$ cat config.mk
export PLATFORM = sky130hd
export DESIGN_NAME = console_writer
export DESIGN_NICKNAME = d
export VERILOG_FILES = /design/src/rtl/console_pkg.sv /design/src/rtl/console_cursor.sv /design/src/rtl/console_writer.sv
export SDC_FILE = /design/constraint.sdc
export NUM_CORES = 1
export LEC_CHECK = 0
export ABC_AREA = 1
export CORE_MARGIN = 5
export CORE_UTILIZATION = 32
export CTS_CLUSTER_DIAMETER = 60
export DETAILED_ROUTE_END_ITERATION = 7
export GPL_TIMING_DRIVEN = 1
export PLACE_DENSITY = 0.65
export SYNTH_ARGS = -nofsm -noshare
export SYNTH_HDL_FRONTEND = slang
export SYNTH_SLANG_ARGS = --single-unit
$ cat constraint.sdc
create_clock -name CLK -period 1.5 [get_ports CLK]
set_input_delay 0.375 -clock CLK [delete_from_list [all_inputs] [get_ports CLK]]
set_output_delay 0.375 -clock CLK [all_outputs]
set_load 0.02 [all_outputs]
$ cat src/rtl/console_pkg.sv
// Shared definitions for the console writer: FSM encodings, control codes,
// screen geometry, copy/fill bounds and the byte classifier.
// Build option: CONSOLE_SCROLL_EN enables the scroll-by-copy states.
package console_pkg;

  localparam int COLS = 64;
  localparam int ROWS = 32;

  // Word addresses are {row[4:0], col[5:0]}
  localparam logic [10:0] ROW_WORDS   = 11'(COLS);
  localparam logic [10:0] SCROLL_LAST = 11'((ROWS - 1) * COLS - 1);  // 1983
  localparam logic [10:0] FILL_FIRST  = 11'((ROWS - 1) * COLS);      // 1984
  localparam logic [10:0] SCREEN_LAST = 11'(ROWS * COLS - 1);        // 2047

  localparam logic [5:0] LAST_COL = 6'(COLS - 1);
  localparam logic [4:0] LAST_ROW = 5'(ROWS - 1);

  // FSM state encodings
  localparam logic [2:0] ST_IDLE   = 3'd0;
  localparam logic [2:0] ST_PUT    = 3'd1;
`ifdef CONSOLE_SCROLL_EN
  localparam logic [2:0] ST_SCR_RD = 3'd2;
  localparam logic [2:0] ST_SCR_WR = 3'd3;
`endif
  localparam logic [2:0] ST_FILL   = 3'd4;

  // Control codes
  localparam logic [7:0] CC_BS    = 8'h08;
  localparam logic [7:0] CC_LF    = 8'h0A;
  localparam logic [7:0] CC_FF    = 8'h0C;
  localparam logic [7:0] CC_CR    = 8'h0D;
  localparam logic [7:0] CC_SPACE = 8'h20;

  typedef enum logic [2:0] {
    BC_PRINT = 3'd0,
    BC_CR    = 3'd1,
    BC_LF    = 3'd2,
    BC_BS    = 3'd3,
    BC_FF    = 3'd4
  } byte_class_e;

  // Anything that is not one of the four control codes is printed as-is.
  function automatic byte_class_e classify(input logic [7:0] c);
    case (c)
      CC_CR:   return BC_CR;
      CC_LF:   return BC_LF;
      CC_BS:   return BC_BS;
      CC_FF:   return BC_FF;
      default: return BC_PRINT;
    endcase
  endfunction

endpackage

$ cat src/rtl/console_cursor.sv
// Cursor position registers for the console writer. Commands are one-cycle
// pulses; home has priority, then advance/CR/BS on the column, and the
// newline action (LF or wrapping advance) on the row.
// Build option: CONSOLE_SCROLL_EN keeps the row at the bottom on newline
// (the screen scrolls instead); otherwise the row wraps to 0.
module console_cursor
  import console_pkg::*;
(
  input  logic       clk_i,
  input  logic       rst_i,
  input  logic       adv_i,
  input  logic       cr_i,
  input  logic       lf_i,
  input  logic       bs_i,
  input  logic       home_i,
  output logic [5:0] col_o,
  output logic [4:0] row_o,
  output logic       wrap_o,
  output logic       last_row_o
);

  logic [5:0] col_q, col_d;
  logic [4:0] row_q, row_d;
  logic       newline;

  assign col_o      = col_q;
  assign row_o      = row_q;
  assign wrap_o     = (col_q == LAST_COL);
  assign last_row_o = (row_q == LAST_ROW);

  // Next cursor position from the command pulses
  always_comb begin
    col_d   = col_q;
    row_d   = row_q;
    newline = lf_i | (adv_i & wrap_o);
    if (home_i) begin
      col_d = '0;
      row_d = '0;
    end else begin
      if (adv_i) begin
        col_d = wrap_o ? 6'd0 : col_q + 6'd1;
      end else if (cr_i) begin
        col_d = '0;
      end else if (bs_i && (col_q != 6'd0)) begin
        col_d = col_q - 6'd1;
      end
      if (newline) begin
        if (!last_row_o) begin
          row_d = row_q + 5'd1;
        end else begin
`ifdef CONSOLE_SCROLL_EN
          row_d = row_q;
`else
          row_d = '0;
`endif
        end
      end
    end
  end

  // Cursor registers
  always_ff @(posedge clk_i) begin
    if (rst_i) begin
      col_q <= '0;
      row_q <= '0;
    end else begin
      col_q <= col_d;
      row_q <= row_d;
    end
  end

endmodule

$ cat src/rtl/console_writer.sv
// Character-stream writer for the 64x32 text video RAM. Accepts bytes over
// valid/ready, handles CR/LF/BS/FF, writes {attr, char} words, and clears or
// scrolls the screen by driving the RAM write/read port itself.
// Build option: CONSOLE_SCROLL_EN enables scroll by RAM copy at the bottom
// row; without it the cursor wraps to row 0 and only FF makes the block busy.
module console_writer
  import console_pkg::*;
(
  input  logic        CLK,
  input  logic        RESET,
  input  logic [7:0]  CHAR_DATA,
  input  logic        CHAR_VALID,
  output logic        CHAR_READY,
  input  logic [7:0]  ATTR,
  output logic [10:0] ADDRESS,
  output logic [15:0] WDATA,
  output logic        WE,
  output logic        RE,
  input  logic [15:0] RDATA,
  output logic [5:0]  CURSOR_COL,
  output logic [4:0]  CURSOR_ROW,
  output logic        BUSY
);

  logic [2:0]  state_q, state_d;
  logic        we_q, we_d;
  logic        re_q, re_d;
  logic [10:0] addr_q, addr_d;
  logic [15:0] wdata_q, wdata_d;

  logic        accept;
  byte_class_e cls;

  logic        cur_adv, cur_cr, cur_lf, cur_bs, cur_home;
  logic [5:0]  cur_col;
  logic [4:0]  cur_row;
  logic        cur_wrap, cur_last_row;

`ifdef CONSOLE_SCROLL_EN
  logic [10:0] idx_q, idx_d;     // destination word of the copy in progress
  logic [7:0]  attr_q, attr_d;   // attribute for the blank bottom row
  logic        copy_q, copy_d;   // WDATA comes from the RAM read port
  logic        start_scroll;
`else
  logic        unused_inputs;
  assign unused_inputs = ^{RDATA, cur_wrap, cur_last_row};
`endif

  assign CHAR_READY = (state_q == ST_IDLE) & ~RESET;
  assign accept     = CHAR_VALID & CHAR_READY;
  assign cls        = classify(CHAR_DATA);

  assign ADDRESS    = addr_q;
  assign WE         = we_q;
  assign RE         = re_q;
  assign CURSOR_COL = cur_col;
  assign CURSOR_ROW = cur_row;

`ifdef CONSOLE_SCROLL_EN
  // During the copy the write word is the RAM's own registered read data,
  // forwarded so each word takes one read cycle and one write cycle.
  assign WDATA = copy_q ? RDATA : wdata_q;
  assign BUSY  = (state_q == ST_SCR_RD) | (state_q == ST_SCR_WR) | (state_q == ST_FILL);
`else
  assign WDATA = wdata_q;
  assign BUSY  = (state_q == ST_FILL);
`endif

  console_cursor u_cursor (
    .clk_i      (CLK),
    .rst_i      (RESET),
    .adv_i      (cur_adv),
    .cr_i       (cur_cr),
    .lf_i       (cur_lf),
    .bs_i       (cur_bs),
    .home_i     (cur_home),
    .col_o      (cur_col),
    .row_o      (cur_row),
    .wrap_o     (cur_wrap),
    .last_row_o (cur_last_row)
  );

  // FSM next state, RAM port next values and cursor commands
  always_comb begin
    state_d  = state_q;
    we_d     = we_q;
    re_d     = re_q;
    addr_d   = addr_q;
    wdata_d  = wdata_q;
    cur_adv  = 1'b0;
    cur_cr   = 1'b0;
    cur_lf   = 1'b0;
    cur_bs   = 1'b0;
    cur_home = 1'b0;
`ifdef CONSOLE_SCROLL_EN
    idx_d        = idx_q;
    attr_d       = attr_q;
    copy_d       = copy_q;
    start_scroll = 1'b0;
`endif
    case (state_q)
      ST_IDLE: begin
        if (accept) begin
`ifdef CONSOLE_SCROLL_EN
          attr_d = ATTR;
`endif
          case (cls)
            BC_CR: cur_cr = 1'b1;
            BC_BS: cur_bs = 1'b1;
            BC_LF: begin
              cur_lf = 1'b1;
`ifdef CONSOLE_SCROLL_EN
              start_scroll = cur_last_row;
`endif
            end
            BC_FF: begin
              cur_home = 1'b1;
              state_d  = ST_FILL;
              we_d     = 1'b1;
              addr_d   = '0;
              wdata_d  = {ATTR, CC_SPACE};
            end
            default: begin
              state_d = ST_PUT;
              we_d    = 1'b1;
              addr_d  = {cur_row, cur_col};
              wdata_d = {ATTR, CHAR_DATA};
            end
          endcase
        end
      end
      ST_PUT: begin
        // The word is written during this cycle; move the cursor after it.
        we_d    = 1'b0;
        cur_adv = 1'b1;
        state_d = ST_IDLE;
`ifdef CONSOLE_SCROLL_EN
        start_scroll = cur_wrap & cur_last_row;
`endif
      end
`ifdef CONSOLE_SCROLL_EN
      ST_SCR_RD: begin
        re_d    = 1'b0;
        we_d    = 1'b1;
        addr_d  = idx_q;
        copy_d  = 1'b1;
        state_d = ST_SCR_WR;
      end
      ST_SCR_WR: begin
        copy_d = 1'b0;
        if (idx_q == SCROLL_LAST) begin
          state_d = ST_FILL;
          addr_d  = FILL_FIRST;
          wdata_d = {attr_q, CC_SPACE};
        end else begin
          we_d    = 1'b0;
          re_d    = 1'b1;
          idx_d   = idx_q + 11'd1;
          addr_d  = idx_q + 11'd1 + ROW_WORDS;
          state_d = ST_SCR_RD;
        end
      end
`endif
      ST_FILL: begin
        if (addr_q == SCREEN_LAST) begin
          we_d    = 1'b0;
          state_d = ST_IDLE;
        end else begin
          addr_d = addr_q + 11'd1;
        end
      end
      default: begin
        state_d = ST_IDLE;
        we_d    = 1'b0;
        re_d    = 1'b0;
      end
    endcase
`ifdef CONSOLE_SCROLL_EN
    // Begin copying row 1 onto row 0, reading one row ahead of the writes
    if (start_scroll) begin
      state_d = ST_SCR_RD;
      we_d    = 1'b0;
      re_d    = 1'b1;
      idx_d   = '0;
      addr_d  = ROW_WORDS;
      copy_d  = 1'b0;
    end
`endif
  end

  // FSM and registered RAM port; reset aborts any copy or fill at once
  always_ff @(posedge CLK) begin
    if (RESET) begin
      state_q <= ST_IDLE;
      we_q    <= 1'b0;
      re_q    <= 1'b0;
      addr_q  <= '0;
      wdata_q <= '0;
`ifdef CONSOLE_SCROLL_EN
      idx_q   <= '0;
      attr_q  <= '0;
      copy_q  <= 1'b0;
`endif
    end else begin
      state_q <= state_d;
      we_q    <= we_d;
      re_q    <= re_d;
      addr_q  <= addr_d;
      wdata_q <= wdata_d;
`ifdef CONSOLE_SCROLL_EN
      idx_q   <= idx_d;
      attr_q  <= attr_d;
      copy_q  <= copy_d;
`endif
    end
  end

endmodule

==> impl_metrics.yaml <==
grt:
  grt_pass1_wl_mm: 12.24
  antenna_found_initial: 0
  grt_usage_pct: 16.84
  grt_max_degree: 20
  overflow: 0
  first_global_vias: 2652
setup_path:
  crit_fanout: 6
  critPathKind: "reg -> reg"
  slowest_delay_ns: 0.36
  startpoint_type: "register"
  cpMostUsedCell: "buf_12"
  cp.required_ns: 1.74
  r2r_setup_slack_ns: -0.04
  critPathSlowestCell: "dfxtp_4"
  worst_setup_path_end_kind: "register"
  arrival_ns: 1.78
  path_cells: "inv_4, nand2_4, nor3_4, nand3_4, inv_6, buf_12, buf_12, nand2_2, a21oi_2"
power_and_ir_drop:
  seqPwrFrac_pct: 39.9
  p_switching_mw: 0.8747
  pwr-share-clk_pct: 36.9
  p_per_area_nw_per_um2: 777.0
  ir_drop_v: 0.0004565
  p_int_mw: 2.126
  p_comb_share_pct: 23.3
  power_leakage_nw: 1.825
  swShare_pct: 29.14
clocking:
  cts-root-buf: "clkbuf_8"
  numCtsBuffers: 5
  h-tree-depth: 2
  clkTransAtPathRegs_ns: 0.09
  tritoncts: "yes"
  cts_buffer_depth: 2
  clock_latency_ns: 0.30
  numClockSinks: 41
status:
  status: "complete, but fails checks"
  violations: "negative setup slack"
yosys:
  synth_adder_area_share_pct: 3.180
  syn-cell-area_um2: 2361
  synth_top_family_by_area: "simple AND/OR/NAND/NOR gates"
  synth_mux_area_share_pct: 0
  synth_cell_types: 27
  post-synth-top-area-fraction_pct: 34.76
  yosys.area.top_type: "dfxtp_1"
  synth-seq-area-share_pct: 34.76
  ys_warn_count: 0
  syn_nets: 409
  yosys.area_share.xor_xnor_pct: 2.968
  synth-simple-area-share_pct: 40.17
  avgSynthCellArea_um2: 6.416
  ys_ff_latch: 41
  syn_inst: 368
  synth.area.top_cells: "dfxtp_1 (35%), nand2_1 (16%), nor2_1 (9.9%), nand3_1 (7.8%), a21oi_1 (5.7%)"
  synth_compound_area_share_pct: 10.65
drt:
  routed_wl_mm: 7.704
  antenna_left: 0
  drcViolationCount: 0
  routedWlPerCell_um: 13.19
  vias: 2798
  vias_per_cell: 4.791
  drt_iter0_drc: 111
  drtPass1Iterations: 4
floorplanning:
  start_util_pct: 32.73
  num_rows: 31
  io_pins: 77
  dieArea_um2: 9196
  die_width_um: 95.90
  die_h_um: 95.90
  core_area_um2: 7214
final_layout:
  most-common-layout-cells: "nand2_1 (86), nor2_1 (51), dlygate4sd2_1 (48)"
  final_common_cell: "nand2_1"
  antenna_cells: 0
  areaGrowthSynthToFinish_pct: 63.59
  nets: 525
  instances_no_fill: 584
  drive_gt1_share_pct: 29.48
timing:
  finalSetupViolCount: 7
  final-hold-violation-count: 0
  slew_viol_final: 0
  worst_slack_ns: -0.03508
  clock.fmax_ghz: 0.6514
  rsz0062_at_grt: "true"
  fin_crit_ns: 1.535
  period_share_pct: 102.3
  skew_ns: 0.005554
  timing.hold.ws_ns: 0.4642
placement:
  dp.cells: 561
  gp_congestion: 0.8602
  dpl.hpwl_mm: 5.436
  port-buffer-count: 59
hold_path:
  min_path_type: "reg -> reg"
flow_run:
  drv_cap: 0
power groups by stage:
stage / sequential [mW] / clock [mW] / combinational (mW)
6_report: 1.20 / 1.11 / 0.698
5_1_grt: 1.20 / 1.17 / 0.766
4_1_cts: 1.19 / 1.13 / 0.659
3_5_place_dp: 1.22 / 0 / 0.647
3_3_place_gp: 1.22 / 0 / 0.640
2_1_floorplan: 1.28 / 0 / 0.275
what timing repair did:
item / in CTS / in global routing
cloned: 3 / 1
buffers inserted: 8 / 6
hold buffers: 0 / 0
pin swaps: 7 / 28
setup endpoints to repair: 79 / 40
resized for setup: 83 / 66
endpoints found under the hold margin: 0 / 0
synth_stat cells:
master and instances:
nand2_2 2, nor2_1 62, buf_4 3, xnor2_1 1, conb_1 1, a21oi_1 27, buf_6 1, nand3_1 37
clkinv_1 1, nor3_4 1, xor2_1 7, inv_1 28, nor3_1 1, nand3b_1 7, inv_2 5, dfxtp_1 41
a21oi_2 1, nand4_1 3, clkbuf_1 4, nand2_1 103, o21ai_0 17, buf_2 3, o31ai_1 3, nand3_4 1
nand3_2 1, ha_1 6, nor2_4 1
layer usage:
metal | GRT usage [%] | up-vias | share of wire [%]
met5 | 0 | - | 0
met4 | 5.569 | 0 | 1.6
met3 | 4.300 | 10 | 6.2
met2 | 27.62 | 78 | 49
met1 | 21.48 | 1301 | 43
li1 | - | 1409 | -
critical path, delay by kind of cell, from the launching register on:
| family | cells | cell delay [ns] |
|---|---|---|
| and+or+nand+nor | 4 | 0.57 |
| AOI/OAI and AO/OA | 1 | 0.12 |
| DFF | 1 | 0.36 |
| buffers and inverters | 4 | 0.43 |
layout make-up:
type | count | area (um2)
timing repair buffer | 118 | 1039
clock inverter | 3 | 68.82
inverter | 34 | 142.6
clock buffer | 5 | 68.82
timing repair inverter | 2 | 12.51
sequential | 41 | 839.6
tap | 99 | 123.9
multi-input combinational | 282 | 1568
fill | 734 | 3352
worst paths after layout:
path	start	endpoint	depth (start not counted)
max	state_q[2]	WDATA[6]	9
min	WDATA[1]	WDATA[1]	2
max reg2reg	state_q[2]	WDATA[6]	9
min reg2reg	WDATA[1]	WDATA[1]	2
sequential cells by signal, summed over array words and instances, names as in the netlist:
signal          cells
ADDRESS            11
WDATA              16
WE                  1
state_q             2
u_cursor.col_o      6
u_cursor.row_o      5
stage by stage:
stage	area, um2	setup slack [ns]	util (%)	power, mW	TNS [ns]
after floorplan	2369	0.01542	-	1.558	0
final	3862	-0.03508	53.54	3.001	-0.1873
after detailed placement	3377	-0.4623	46.81	1.867	-16.79
after global routing	3862	-0.09869	53.54	3.142	-1.736
after global placement	3377	-0.4599	46.81	1.858	-15.56
after CTS	3631	0.008021	50.33	2.977	0
logic make-up after synthesis:
group	count (synthesis)
and+or+nand+nor	219
AOI/OAI and AO/OA	48
buffers and inverters	45
DFF	41
xor gates and xnor gates	8
adders and majority gates	6
other	1
(Power assumes the default switching activity.)
